[src/rtl/adc_emulator_if.sv]
// ---------------------------------------------------------------------------
// adc_emulator_if
// Signal bundle between an ADC controller and the emulated 8-channel
// simultaneous-sampling ADC with dual serial outputs.
//   convst_in      convert start, rising edge starts a conversion
//   os_in          oversampling ratio select (conversion time scale)
//   sclk_in        serial clock from controller, idles high
//   n_cs_in        active-low chip select
//   pattern_en_in  1 = internal counting test pattern, 0 = sample_in
//   sample_in      parallel channel values, channel k at [k*W_DATA +: W_DATA]
//   busy_out       conversion in progress
//   data_a_out     serial line A (channels 0..N_CHAN/2-1)
//   data_b_out     serial line B (channels N_CHAN/2..N_CHAN-1)
//   overrun_out    one-cycle pulse, new data landed over a partly read frame
//   frame_cnt_out  completed conversion count
// slave  = the emulator side, master = the controller side.
// ---------------------------------------------------------------------------
interface adc_emulator_if #(
  parameter int W_DATA = 18,
  parameter int N_CHAN = 8
);
  logic                       convst_in;
  logic [2:0]                 os_in;
  logic                       sclk_in;
  logic                       n_cs_in;
  logic                       pattern_en_in;
  logic [N_CHAN*W_DATA-1:0]   sample_in;
  logic                       busy_out;
  logic                       data_a_out;
  logic                       data_b_out;
  logic                       overrun_out;
  logic [15:0]                frame_cnt_out;

  modport slave (
    input  convst_in, os_in, sclk_in, n_cs_in, pattern_en_in, sample_in,
    output busy_out, data_a_out, data_b_out, overrun_out, frame_cnt_out
  );

  modport master (
    output convst_in, os_in, sclk_in, n_cs_in, pattern_en_in, sample_in,
    input  busy_out, data_a_out, data_b_out, overrun_out, frame_cnt_out
  );
endinterface

[src/rtl/adc_emulator.sv]
// ---------------------------------------------------------------------------
// adc_emulator
// Behavioural-but-synthesizable emulation of a simultaneous-sampling ADC with
// a convert-start input, programmable conversion time, and two serial data
// lines read by an external controller (SPI-like, data changes on sclk fall).
// Ports:
//   clk_in    system clock, at least 8x the sclk frequency
//   reset_in  asynchronous active-high reset
//   bus       adc_emulator_if.slave (see interface file for signal list)
// ---------------------------------------------------------------------------
module adc_emulator #(
  parameter int W_DATA      = 18,
  parameter int N_CHAN      = 8,
  parameter int T_CONV_BASE = 40
) (
  input  logic          clk_in,
  input  logic          reset_in,
  adc_emulator_if.slave bus
);

  localparam int HALF   = N_CHAN / 2;
  localparam int LINE_W = HALF * W_DATA;
  localparam int PTR_W  = $clog2(LINE_W + 1);
  localparam int CNT_W  = $clog2((T_CONV_BASE << 6) + 1);
  localparam logic [PTR_W-1:0] PTR_END = PTR_W'(LINE_W);

  typedef enum logic {IDLE, CONV} state_t;

  // Last value of the down-counter; os=7 is an unsupported ratio and maps to 0.
  function automatic logic [CNT_W-1:0] conv_last(input logic [2:0] os);
    logic [2:0] sh;
    sh = (os == 3'd7) ? 3'd0 : os;
    return CNT_W'((T_CONV_BASE << sh) - 1);
  endfunction

  // Channel word at load time: counting pattern tags each word with the
  // frame number and channel index so a reader can spot slips.
  function automatic logic [W_DATA-1:0] chan_word(
    input int                       k,
    input logic                     pat,
    input logic [14:0]              cnt,
    input logic [N_CHAN*W_DATA-1:0] samples
  );
    logic [17:0] p;
    p = {cnt, 3'(k)};
    if (pat) return W_DATA'(p);
    return samples[k*W_DATA +: W_DATA];
  endfunction

  logic convst_p0, convst_p1, convst_p2, convst_rise_p3;
  logic sclk_p0, sclk_p1, sclk_p2;
  logic n_cs_p0, n_cs_p1, n_cs_p2;
  logic sclk_fall, cs_active;

  state_t           state, state_next;
  logic             conv_start, conv_done;
  logic [CNT_W-1:0] conv_cnt;

  logic [LINE_W-1:0] shift_a, shift_b;
  logic [LINE_W-1:0] load_a, load_b;
  logic [PTR_W-1:0]  ptr;
  logic [15:0]       frame_cnt;
  logic              overrun;

  // ---- stage p0/p1: two-flop synchronizers, p2: edge-detect history ----
  // convst gets one more register so the start pulse lands 3 cycles after
  // the first sampling edge; sclk uses the detector output directly to keep
  // the serial data update inside its 3-cycle window.
  always_ff @(posedge clk_in or posedge reset_in) begin
    if (reset_in) begin
      convst_p0      <= 1'b0;
      convst_p1      <= 1'b0;
      convst_p2      <= 1'b0;
      convst_rise_p3 <= 1'b0;
      sclk_p0        <= 1'b0;
      sclk_p1        <= 1'b0;
      sclk_p2        <= 1'b0;
      n_cs_p0        <= 1'b0;
      n_cs_p1        <= 1'b0;
      n_cs_p2        <= 1'b0;
    end else begin
      convst_p0      <= bus.convst_in;
      convst_p1      <= convst_p0;
      convst_p2      <= convst_p1;
      convst_rise_p3 <= convst_p1 & ~convst_p2;
      sclk_p0        <= bus.sclk_in;
      sclk_p1        <= sclk_p0;
      sclk_p2        <= sclk_p1;
      n_cs_p0        <= bus.n_cs_in;
      n_cs_p1        <= n_cs_p0;
      n_cs_p2        <= n_cs_p1;
    end
  end

  assign sclk_fall = sclk_p2 & ~sclk_p1;
  // Chip select must be low across the same sample pair that saw the sclk edge.
  assign cs_active = ~n_cs_p1 & ~n_cs_p2;

  // ---- conversion control ----
  always_ff @(posedge clk_in or posedge reset_in) begin
    if (reset_in) state <= IDLE;
    else          state <= state_next;
  end

  always_comb begin
    state_next = state;
    conv_start = 1'b0;
    conv_done  = 1'b0;
    case (state)
      IDLE: if (convst_rise_p3) begin
        state_next = CONV;
        conv_start = 1'b1;
      end
      CONV: if (conv_cnt == '0) begin
        state_next = IDLE;
        conv_done  = 1'b1;
      end
      default: state_next = IDLE;
    endcase
  end

  always_ff @(posedge clk_in or posedge reset_in) begin
    if (reset_in)                            conv_cnt <= '0;
    else if (conv_start)                     conv_cnt <= conv_last(bus.os_in);
    else if (state == CONV && conv_cnt != '0) conv_cnt <= conv_cnt - 1'b1;
  end

  // Line A holds ch0 in its top word so channels leave lowest first, MSB first.
  always_comb begin
    load_a = '0;
    load_b = '0;
    for (int k = 0; k < HALF; k++) begin
      load_a[(HALF-1-k)*W_DATA +: W_DATA] =
        chan_word(k, bus.pattern_en_in, frame_cnt[14:0], bus.sample_in);
      load_b[(HALF-1-k)*W_DATA +: W_DATA] =
        chan_word(HALF + k, bus.pattern_en_in, frame_cnt[14:0], bus.sample_in);
    end
  end

  // ---- serial output shifter ----
  // A load always wins over a coincident sclk edge.
  always_ff @(posedge clk_in or posedge reset_in) begin
    if (reset_in) begin
      shift_a   <= '0;
      shift_b   <= '0;
      ptr       <= '0;
      frame_cnt <= '0;
      overrun   <= 1'b0;
    end else begin
      overrun <= 1'b0;
      if (conv_done) begin
        shift_a   <= load_a;
        shift_b   <= load_b;
        ptr       <= '0;
        frame_cnt <= frame_cnt + 1'b1;
        overrun   <= (ptr != '0) && (ptr != PTR_END);
      end else if (sclk_fall && cs_active && ptr != PTR_END) begin
        shift_a <= {shift_a[LINE_W-2:0], 1'b0};
        shift_b <= {shift_b[LINE_W-2:0], 1'b0};
        ptr     <= ptr + 1'b1;
      end
    end
  end

  assign bus.busy_out      = (state == CONV);
  assign bus.data_a_out    = shift_a[LINE_W-1] & (ptr != PTR_END);
  assign bus.data_b_out    = shift_b[LINE_W-1] & (ptr != PTR_END);
  assign bus.overrun_out   = overrun;
  assign bus.frame_cnt_out = frame_cnt;

endmodule

[src/flat_wrapper.sv]
// flat-port wrapper written by rule: the top's interface ports become plain ports
module adc_emulator_flat 
#(
  parameter int W_DATA      = 18,
  parameter int N_CHAN      = 8,
  parameter int T_CONV_BASE = 40
)
  (clk_in, reset_in, bus_convst_in, bus_os_in, bus_sclk_in, bus_n_cs_in, bus_pattern_en_in, bus_sample_in, bus_busy_out, bus_data_a_out, bus_data_b_out, bus_overrun_out, bus_frame_cnt_out);
  adc_emulator_if #(.W_DATA(W_DATA), .N_CHAN(N_CHAN)) bus_i ();
  input  logic clk_in;
  input  logic reset_in;
  input wire logic [$bits(bus_i.convst_in)-1:0] bus_convst_in;
  input wire logic [$bits(bus_i.os_in)-1:0] bus_os_in;
  input wire logic [$bits(bus_i.sclk_in)-1:0] bus_sclk_in;
  input wire logic [$bits(bus_i.n_cs_in)-1:0] bus_n_cs_in;
  input wire logic [$bits(bus_i.pattern_en_in)-1:0] bus_pattern_en_in;
  input wire logic [$bits(bus_i.sample_in)-1:0] bus_sample_in;
  output wire logic [$bits(bus_i.busy_out)-1:0] bus_busy_out;
  output wire logic [$bits(bus_i.data_a_out)-1:0] bus_data_a_out;
  output wire logic [$bits(bus_i.data_b_out)-1:0] bus_data_b_out;
  output wire logic [$bits(bus_i.overrun_out)-1:0] bus_overrun_out;
  output wire logic [$bits(bus_i.frame_cnt_out)-1:0] bus_frame_cnt_out;
  assign bus_i.convst_in = bus_convst_in;
  assign bus_i.os_in = bus_os_in;
  assign bus_i.sclk_in = bus_sclk_in;
  assign bus_i.n_cs_in = bus_n_cs_in;
  assign bus_i.pattern_en_in = bus_pattern_en_in;
  assign bus_i.sample_in = bus_sample_in;
  assign bus_busy_out = bus_i.busy_out;
  assign bus_data_a_out = bus_i.data_a_out;
  assign bus_data_b_out = bus_i.data_b_out;
  assign bus_overrun_out = bus_i.overrun_out;
  assign bus_frame_cnt_out = bus_i.frame_cnt_out;
  adc_emulator #(.W_DATA(W_DATA), .N_CHAN(N_CHAN), .T_CONV_BASE(T_CONV_BASE)) u_core (.clk_in(clk_in), .reset_in(reset_in), .bus(bus_i));
endmodule
[config.mk]
export PLATFORM = sky130hd
export DESIGN_NAME = adc_emulator_flat
export DESIGN_NICKNAME = d
export VERILOG_FILES = /design/src/rtl/adc_emulator_if.sv /design/src/rtl/adc_emulator.sv /design/src/flat_wrapper.sv
export SDC_FILE = /design/constraint.sdc
export NUM_CORES = 1
export LEC_CHECK = 0
export BUFFER_PORTS_ARGS = -buffer_cell sky130_fd_sc_hd__buf_2
export CAP_MARGIN = 10
export CORE_ASPECT_RATIO = 1.5
export CORE_MARGIN = 8
export CORE_UTILIZATION = 45
export DETAILED_ROUTE_END_ITERATION = 6
export GPL_TIMING_DRIVEN = 0
export PLACE_DENSITY = 0.66
export SLEW_MARGIN = 10
export SYNTH_ARGS = -nofsm -noshare
export SYNTH_HDL_FRONTEND = slang
export SYNTH_SLANG_ARGS = --single-unit
[constraint.sdc]
create_clock -name clk_in -period 7.5 [get_ports clk_in]
set_input_delay 1.5 -clock clk_in [delete_from_list [all_inputs] [get_ports clk_in]]
set_output_delay 1.5 -clock clk_in [all_outputs]
set_load 0.01 [all_outputs]
==> out/results.ini, run 1 <==
[critical_path]
startpoint_type = register
crit_required_ps = 6000
path_class = reg2out
crit_arrival_ps = 2110
path_max_fanout = 4
end_kind = primary output

[routing]
met1Wirelength_um = 12200
dr.pass1.iters = 5
top_layer_used = met4
ant_nets = 0
dr.first_iter.drc_count = 605
met3_length_um = 1420
drc_errors = 0
met2_wirelength_um = 16700
vias = 8668
wirelength_um = 31500
routedWlPerCell_um = 19.6
via_per_inst = 5.40

[die]
ioPinCount = 173
start_util_pct = 45.6
rows = 67
core_um2 = 22200
fp.dieArea_um2 = 27700
dieHeight_um = 200
die_x_um = 138

[power_and_ir_drop]
peakVddDrop_mv = 0.155
p_per_area_nw_per_um2 = 283
p_leak_nw = 6.70
p_total_w = 0.00338

[clock_network]
ctsLongestPathBuffers = 2
path_clk_slew_ps = 60
cts_buffers = 17
root_buffer = clkbuf_16
postCtsSetupBuffers = 0
cts_resized = 0
clk_latency_ps = 440
holdBufCountCts = 0
cts.sink_count = 191
cts_tree = built
cts_max_level = 4

[synth]
synth_top_family_by_area = compound AO/OA/AOI/OAI gates
yosysTopAreaCell = dfrtp_1
yosysUniqueCellTypes = 50
synth-edff-count = 0
synthArstFlopShare_pct = 100
synth-seq-area-share_pct = 47.2
yosysTopAreaCellShare_pct = 47.2
synth.most_common_cell = dfrtp_1
yosys.area_share.xor_xnor_pct = 1.99
syn_area_um2 = 10100
syn_inst = 1127
yosys-top-cells-count = dfrtp_1 (191), mux2i_1 (144), a21oi_1 (142), o21ai_0 (138), nor2_1 (133)
synth_flop_cell = dfrtp_1
synthSimpleGateAreaFrac_pct = 12.1
synth_seq_cells = 191
synth_mux_area_share_pct = 14.3
postSynthAreaPerCell_um2 = 8.99
synthAdderAreaFrac_pct = 0.618
synth_compound_area_share_pct = 15.5
ys_warn_count = 0
syn_nets = 1285
ys_top_cells_by_area = dfrtp_1 (47%), mux2i_1 (14%), a21oi_1 (7.0%), o21ai_0 (6.8%), nor2_1 (4.9%)

[grt]
antenna_found_initial = 0
grt_pass1_wl_um = 48000
grt-ovfl-total = 0
grt_max_degree = 100
grtUsageTotal_pct = 22.3
grt_pass1_vias = 8925

[cells_and_area]
drive_gt1_share_pct = 18.0
final_util_pct = 53.9
multiInputGateArea_um2 = 4510
fill_cells = 2074
area_delta_synth_final_pct = 18.2
seqCellArea_um2 = 4780
nNetsFinal = 1474
n_antenna_cell = 0

[timing]
whs_ps = 352
fin_crit_ps = 3610
maxSlewViolCount = 0
hold_viol_final = 0
setup_viol = 0
rsz0062_at_grt = no
setup_slack_ps = 3890
setup_tns_ps = 0
fmax_ghz = 0.277
max_slew_margin_pct = 40.0
post-route-period-util_pct = 48.1
fin_skew_ps = 11.3
tightestPinTransition_ps = 887

[run_status]
outcome = completed

[run]
drv_cap = 0

[place]
io_buffers = 169
place_ws_ps = 3860
gp_congestion = 0.914
dpl.hpwl_um = 22800

[worst_hold_path]
hp-class = reg2reg

[power by group]
| group | total (W) | internal, W | switching (W) | leakage, nW |
|---|---|---|---|---|
| clock | 0.000953 | 0.000540 | 0.000414 | 0.294 |
| combinational | 0.000731 | 0.000391 | 0.000341 | 4.02 |
| sequential | 0.00170 | 0.00144 | 0.000262 | 2.38 |
| total | 0.00338 | 0.00237 | 0.00102 | 6.70 |
[cells by family after synthesis]
kind of cell	Yosys count
compound gates	304
xor+xnor	23
fa+ha+maj	5
buf+inv	204
flops	191
mux	145
simple gates	255
[routing by layer]
metal | global-route usage, % | up-vias
li1 | - | 4172
met4 | 10.8 | 0
met1 | 24.5 | 4201
met5 | 0 | -
met3 | 4.07 | 55
met2 | 40.8 | 240
[final timing paths]
check	slack (ps)	from	cells past startpoint	end
worst max-delay path	3890	u_core.ptr[0]	6	bus_data_a_out
max in group asynchronous	5380	reset_in	3	u_core.shift_a[26]
worst min-delay path	350	u_core.n_cs_p0	0	u_core.n_cs_p1
worst min register to register	350	u_core.n_cs_p0	0	u_core.n_cs_p1
worst max register to register	4550	u_core.conv_cnt[0]	8	u_core.shift_a[19]
min in group asynchronous	1210	reset_in	2	u_core.shift_a[11]
[through the flow]
step	area [um^2]	std cells
after floorplan	10100	1127
after global placement	11300	1572
after detailed placement	11400	1573
after CTS	12000	1605
after global routing	12000	1605
final	12000	1605
[layout by cell type (no fill, tap or decap), types with 6 or more instances in the layout]
cell,count
nor2_1,133
clkbuf_16,17
xor2_1,6
xnor2_1,17
inv_1,127
nor3_1,21
and3_1,6
mux2i_1,144
buf_4,12
dfrtp_1,191
clkbuf_1,47
nand3_1,13
a21oi_1,142
o21ai_0,138
a31oi_1,7
nand3b_1,13
buf_2,184
nand4_1,6
nand2_1,35
[cell type report]
cell class / instances / share of cell area [%]
clock inverters: 14 / 1.49
repair buffers: 170 / 7.30
flip-flops and latches: 191 / 39.9
inverters: 128 / 4.08
well taps: 276 / 2.88
multi-input cells: 732 / 37.7
clock buffers: 18 / 3.67
plain buffers: 76 / 2.98
[registers in the layout, indices dropped and copies added, names as in the netlist, 7 cells and up]
name                      flops
u_core.bus.frame_cnt_out     16
u_core.ptr                    7
u_core.shift_a               72
u_core.shift_b               72
u_core.conv_cnt              12
[critical path, cell delays in order (launching register included)]
cell and delay [ps]:
dfrtp_1 410, inv_1 100, ha_1 160, nor4b_1 380
nand3_1 240, and2_1 250, buf_2 140
Power figures use the tool's default switching activity.
==> run 2: changes to the inputs <==
--- a/config.mk
+++ b/config.mk
@@ -12,7 +12,7 @@
 export CORE_UTILIZATION = 45
 export DETAILED_ROUTE_END_ITERATION = 6
 export GPL_TIMING_DRIVEN = 0
-export PLACE_DENSITY = 0.66
+export PLACE_DENSITY = 0.69
 export SLEW_MARGIN = 10
 export SYNTH_ARGS = -nofsm -noshare
 export SYNTH_HDL_FRONTEND = slang
==> constraint.sdc (replaced) <==
create_clock -name clk_in -period 3.3 [get_ports clk_in]
set_input_delay 0.66 -clock clk_in [delete_from_list [all_inputs] [get_ports clk_in]]
set_output_delay 0.66 -clock clk_in [all_outputs]
set_load 0.01 [all_outputs]
==> out/results.ini, run 2 (synthesized netlist as in run 1, its figures left out) <==
[run_status]
outcome = completed  ; unchanged

[critical_path]
crit_family = simple AND/OR/NAND/NOR gates  ; unchanged
crit_top_cell = clkbuf_1
path_max_fanout = 10  ; was 4
ff2ff_path_depth = 8  ; unchanged
crit_required_ps = 3600  ; was 6000 ps
path_class = reg2reg  ; was reg2out
startpoint_type = register  ; unchanged
end_kind = register  ; was primary output
startpoint = u_core.conv_cnt[0]  ; was u_core.ptr[0]
rrSetupSlack_ps = 330  ; was 4550 ps
r2r-start = u_core.conv_cnt[0]  ; unchanged
cp_num_buf_inv = 3  ; was 2
crit_arrival_ps = 3260  ; was 2110 ps
max_stage_delay_ps = 730  ; was 410 ps
r2r-end = u_core.shift_a[19]  ; unchanged
cp.depth = 8  ; was 6
crit_path_end = u_core.shift_a[19]  ; was bus_data_a_out
path_cells = inv_1, ha_1, nor4b_1, nand4_1, clkbuf_1, clkbuf_1, nor3_1, a21oi_1  ; was inv_1, ha_1, nor4b_1, nand3_1, and2_1, buf_2
cp_slowest_cell = nor4b_1  ; was dfrtp_1

[power_and_ir_drop]
switching_power_w = 0.00225  ; was 0.00102 W
p_comb_share_pct = 21.5  ; was 21.6%
p_int_w = 0.00545  ; was 0.00237 W
peakVddDrop_mv = 0.369  ; was 0.155 mV
p_per_area_nw_per_um2 = 639  ; was 283 nW/um^2
p_sw_share_pct = 29.2  ; was 30.0%
p_leak_nw = 6.74  ; was 6.70 nW
clkPwrFrac_pct = 28.3  ; was 28.2%
p_total_w = 0.00770  ; was 0.00338 W
seqPwrFrac_pct = 50.2  ; about the same

[clock_network]
clk_latency_ps = 450  ; was 440 ps
cts_tree = built  ; unchanged
cts.sink_count = 191  ; unchanged
holdBufCountCts = 0  ; unchanged
path_clk_slew_ps = 70  ; was 60 ps
root_buffer = clkbuf_16  ; unchanged
cts_resized = 0  ; unchanged
postCtsSetupBuffers = 0  ; unchanged
cts_max_level = 4  ; unchanged
cts_buffers = 17  ; unchanged
ctsLongestPathBuffers = 2  ; unchanged

[routing]
vias = 8751  ; was 8668
dr.pass1.iters = 5  ; unchanged
dr.first_iter.drc_count = 535  ; was 605
drc_errors = 0  ; unchanged
ant_nets = 0  ; unchanged
routedWlPerCell_um = 19.3  ; was 19.6 um
via_per_inst = 5.44  ; was 5.40
wirelength_um = 31100  ; was 31500 um

[grt]
grt-ovfl-total = 0  ; unchanged
antenna_found_initial = 0  ; unchanged
grt_max_degree = 38  ; was 100
grt_pass1_vias = 8867  ; was 8925
grtUsageTotal_pct = 22.2  ; was 22.3%
grt_pass1_wl_um = 47800  ; was 48000 um

[timing]
rsz0062_at_grt = no  ; unchanged
post-route-period-util_pct = 89.9
fin_skew_ps = 10.8  ; was 11.3 ps
setup_viol = 0  ; unchanged
setup_slack_ps = 334  ; was 3890 ps
max_slew_margin_pct = 39.8  ; was 40.0%
maxSlewViolCount = 0  ; unchanged
fmax_ghz = 0.337
tightestPinTransition_ps = 891  ; was 887 ps
hold_viol_final = 0  ; unchanged
fin_crit_ps = 2970
setup_tns_ps = 0  ; unchanged

[cells_and_area]
area_delta_synth_final_pct = 19.0  ; was 18.2%
multiInputGateArea_um2 = 4510  ; unchanged
drive_gt1_share_pct = 18.1  ; was 18.0%
layout_commonest_cell = dfrtp_1  ; unchanged
fill_cells = 2029  ; was 2074
mostFrequentLayoutCells = dfrtp_1 (191), buf_2 (184), mux2i_1 (144)  ; unchanged
nNetsFinal = 1479  ; was 1474
seqCellArea_um2 = 4780  ; unchanged
n_antenna_cell = 0  ; unchanged

[die]
ioPinCount = 173  ; unchanged
core_um2 = 22200  ; unchanged
rows = 67  ; unchanged
fp.dieArea_um2 = 27700  ; unchanged
dieHeight_um = 200  ; unchanged
die_x_um = 138  ; unchanged
start_util_pct = 45.6  ; unchanged

[place]
io_buffers = 169  ; unchanged
gp_congestion = 0.897  ; was 0.914
dpl.hpwl_um = 23000  ; was 22800 um
place_ws_ps = 450  ; was 3860 ps

[worst_hold_path]
hp-class = in2async  ; was reg2reg

[run]
drv_cap = 0  ; unchanged

run 2: power groups by stage:
stage	sequential, W	combinational, W	clock (W)
3_3_place_gp	0.00385	0.00158	0
3_5_place_dp	0.00388	0.00166	0
2_1_floorplan	0.00369	0.00132	0
4_1_cts	0.00384	0.00167	0.00220
5_1_grt	0.00397	0.00188	0.00228
6_report	0.00386	0.00166	0.00218
run 2: final cells by class:
| class | instances | area share, % |
|---|---|---|
| Inverter | 128 | 4.02 |
| Tap cell | 276 | 2.86 |
| Clock buffer | 20 | 3.71 |
| Buffer | 76 | 2.96 |
| Timing Repair Buffer | 175 | 8.01 |
| Sequential cell | 191 | 39.7 |
| Clock inverter | 11 | 1.37 |
| Multi-Input combinational cell | 732 | 37.4 |
run 2: per-stage QoR:
step	util (%)	hold slack, ps	std cells	instance area, um^2
global placement	51.0	334	1572	11300
finish	54.3	83.3	1609	12100
detailed placement	51.5	338	1578	11400
global route	54.3	78.8	1609	12100
floorplan	-	331	1127	10100
CTS	54.3	77.5	1609	12100
run 2: worst min path at each step:
stage / depth (start not counted) / start / to
finish: 2 / reset_in / u_core.shift_a[62]
global route: 2 / reset_in / u_core.shift_a[62]
CTS: 2 / reset_in / u_core.shift_a[62]
detailed placement: 0 / u_core.sclk_p0 / u_core.sclk_p1
global placement: 0 / u_core.convst_p0 / u_core.convst_p1
floorplan: 0 / u_core.convst_p0 / u_core.convst_p1
run 2: metal layers:
layer / track usage, % / up-vias / part of all wire (%)
met3: 4.71 / 72 / 5.4
met4: 11.5 / 0 / 4.2
met1: 24.3 / 4212 / 38
met5: 0 / - / 0
li1: - / 4198 / -
met2: 39.9 / 269 / 52
==> run 3: changes to the inputs <==
--- a/config.mk
+++ b/config.mk
@@ -8,11 +8,9 @@
 export BUFFER_PORTS_ARGS = -buffer_cell sky130_fd_sc_hd__buf_2
 export CAP_MARGIN = 10
 export CORE_ASPECT_RATIO = 1.5
-export CORE_MARGIN = 8
-export CORE_UTILIZATION = 45
+export CORE_UTILIZATION = 25
 export DETAILED_ROUTE_END_ITERATION = 6
 export GPL_TIMING_DRIVEN = 0
-export PLACE_DENSITY = 0.69
 export SLEW_MARGIN = 10
 export SYNTH_ARGS = -nofsm -noshare
 export SYNTH_HDL_FRONTEND = slang
==> out/results.ini, run 3 (synthesized netlist as in run 1, its figures left out) <==
[cells_and_area]
drive_gt1_share_pct = 18.1  ; unchanged
mostFrequentLayoutCells = dfrtp_1 (191), buf_2 (184), mux2i_1 (144)  ; unchanged
n_antenna_cell = 0  ; unchanged
final_cells = 1833  ; was 1609
area_delta_synth_final_pct = 21.2  ; was 19.0%
fill_cells = 4226  ; was 2029
layout_commonest_cell = dfrtp_1  ; unchanged
nNetsFinal = 1478  ; was 1479
final_util_pct = 31.0  ; was 54.3%

[timing]
maxSlewViolCount = 0  ; unchanged
tightestPinTransition_ps = 961  ; was 891 ps
setup_viol = 0  ; unchanged
max_slew_margin_pct = 35.1  ; was 39.8%
fin_crit_ps = 3020  ; was 2970 ps
fin_skew_ps = 14.1  ; was 10.8 ps
hold_viol_final = 0  ; unchanged
rsz0062_at_grt = no  ; unchanged
fmax_ghz = 0.332  ; was 0.337 GHz
post-route-period-util_pct = 91.4  ; was 89.9%

[power_and_ir_drop]
p_leak_nw = 6.70  ; was 6.74 nW
p_per_area_nw_per_um2 = 619  ; was 639 nW/um^2
peakVddDrop_mv = 0.408  ; was 0.369 mV

[clock_network]
root_buffer = clkbuf_16  ; unchanged
cts_max_level = 4  ; unchanged
clk_latency_ps = 450  ; about the same
holdBufCountCts = 0  ; unchanged
path_clk_slew_ps = 70  ; about the same
postCtsSetupBuffers = 0  ; unchanged
cts_tree = built  ; unchanged
cts.sink_count = 191  ; unchanged
cts_buffers = 17  ; unchanged
ctsLongestPathBuffers = 2  ; unchanged
cts_resized = 0  ; unchanged

[run]
drv_cap = 0  ; unchanged

[grt]
grtUsageMet3_pct = 2.90  ; was 4.71%
grt_pass1_wl_um = 52000  ; was 47800 um
grtUsageTotal_pct = 16.8  ; was 22.2%
grt-ovfl-total = 0  ; unchanged
grt_use_met1_pct = 19.0  ; was 24.3%
grt_pass1_vias = 8933  ; was 8867
grt_max_degree = 37  ; was 38
grt-busiest-layer = met2  ; unchanged
use_met2_pct = 30.5  ; was 39.9%
antenna_found_initial = 0  ; unchanged

[critical_path]
crit_path_end = u_core.shift_b[19]  ; was u_core.shift_a[19]
startpoint_type = register  ; unchanged
r2r-start = u_core.conv_cnt[0]  ; unchanged
startpoint = u_core.conv_cnt[0]  ; unchanged
crit_required_ps = 3600  ; about the same
ff2ff_path_depth = 8  ; unchanged
path_cells = inv_1, ha_1, nor4b_1, nand4_1, clkbuf_1, clkbuf_1, nor3_1, a21oi_1  ; unchanged
max_stage_delay_ps = 780  ; was 730 ps
rrSetupSlack_ps = 280  ; was 330 ps
r2r-end = u_core.shift_b[19]  ; was u_core.shift_a[19]
path_class = reg2reg  ; unchanged
crit_arrival_ps = 3320  ; was 3260 ps
path_max_fanout = 10  ; unchanged
cp_slowest_cell = nor4b_1  ; unchanged
crit_top_cell = clkbuf_1  ; unchanged
end_kind = register  ; unchanged

[routing]
wirelength_um = 34400  ; was 31100 um
vias = 8699  ; was 8751
ant_nets = 0  ; unchanged
dr.first_iter.drc_count = 506  ; was 535
dr.pass1.iters = 7  ; was 5
via_per_inst = 4.75  ; was 5.44
drc_errors = 10  ; was 0
routedWlPerCell_um = 18.8  ; was 19.3 um

[die]
rows = 89  ; was 67
ioPinCount = 173  ; unchanged
start_util_pct = 25.5  ; was 45.6%
core_um2 = 39600  ; was 22200 um^2
die_x_um = 166  ; was 138 um
fp.dieArea_um2 = 41300  ; was 27700 um^2
dieHeight_um = 249  ; was 200 um

[run_status]
outcome = finished, violations left  ; was completed
violations = design-rule violations

[place]
gp_congestion = 0.849  ; was 0.897
placed_cells = 1801  ; was 1578
io_buffers = 169  ; unchanged
dpl.hpwl_um = 26300  ; was 23000 um

[worst_hold_path]
hp-class = in2reg  ; was in2async

run 3: cell type report:
type / instances / area, um^2 / share of cell area (%)
tap: 500 / 626 / 5.10
sequential: 191 / 4780 / 38.9
timing repair buffer: 174 / 946 / 7.71
clock buffer: 19 / 433 / 3.53
buffer: 76 / 357 / 2.90
clock inverter: 13 / 140 / 1.14
multi-input combinational: 732 / 4510 / 36.7
inverter: 128 / 484 / 3.94
run 3: power by group:
part           switching (W)  internal, W  total (W)
registers           0.000589      0.00327    0.00386
logic               0.000771     0.000896    0.00167
clock network       0.000955      0.00112    0.00207
total                0.00231      0.00528    0.00760
run 3: worst max-delay path: cells and delay by family (launching register included):
kind,cells,cell delay [ps]
fa+ha+maj,1,180
simple gates,3,1290
buf+inv,3,920
compound gates,1,70
flops,1,400
run 3: how the worst min path moves through the flow:
stage	from	to	slack, ps	cells past startpoint
after floorplan	u_core.convst_p0	u_core.convst_p1	330	0
after global placement	u_core.convst_p0	u_core.convst_p1	330	0
after detailed placement	u_core.sclk_p0	u_core.sclk_p1	340	0
after CTS	bus_convst_in	u_core.convst_p0	290	1
after global routing	bus_convst_in	u_core.convst_p0	300	1
final	bus_convst_in	u_core.convst_p0	320	1
run 3: per-layer routing:
layer,routed length [um],up-vias
met5,0,-
met4,1380,0
met3,1690,52
met2,17800,256
met1,13500,4195
li1,-,4196
run 3: per-stage QoR:
stage	hold WS, ps	worst slack, ps	total power, W	setup TNS [ps]	area (um^2)
3_5_place_dp	336	443	0.00558	0	11700
6_report	316	284	0.00760	0	12300
2_1_floorplan	331	178	0.00501	0	10100
4_1_cts	294	361	0.00764	0	12300
5_1_grt	304	34.3	0.00805	0	12300
3_3_place_gp	333	-1120	0.00548	-208460	11600
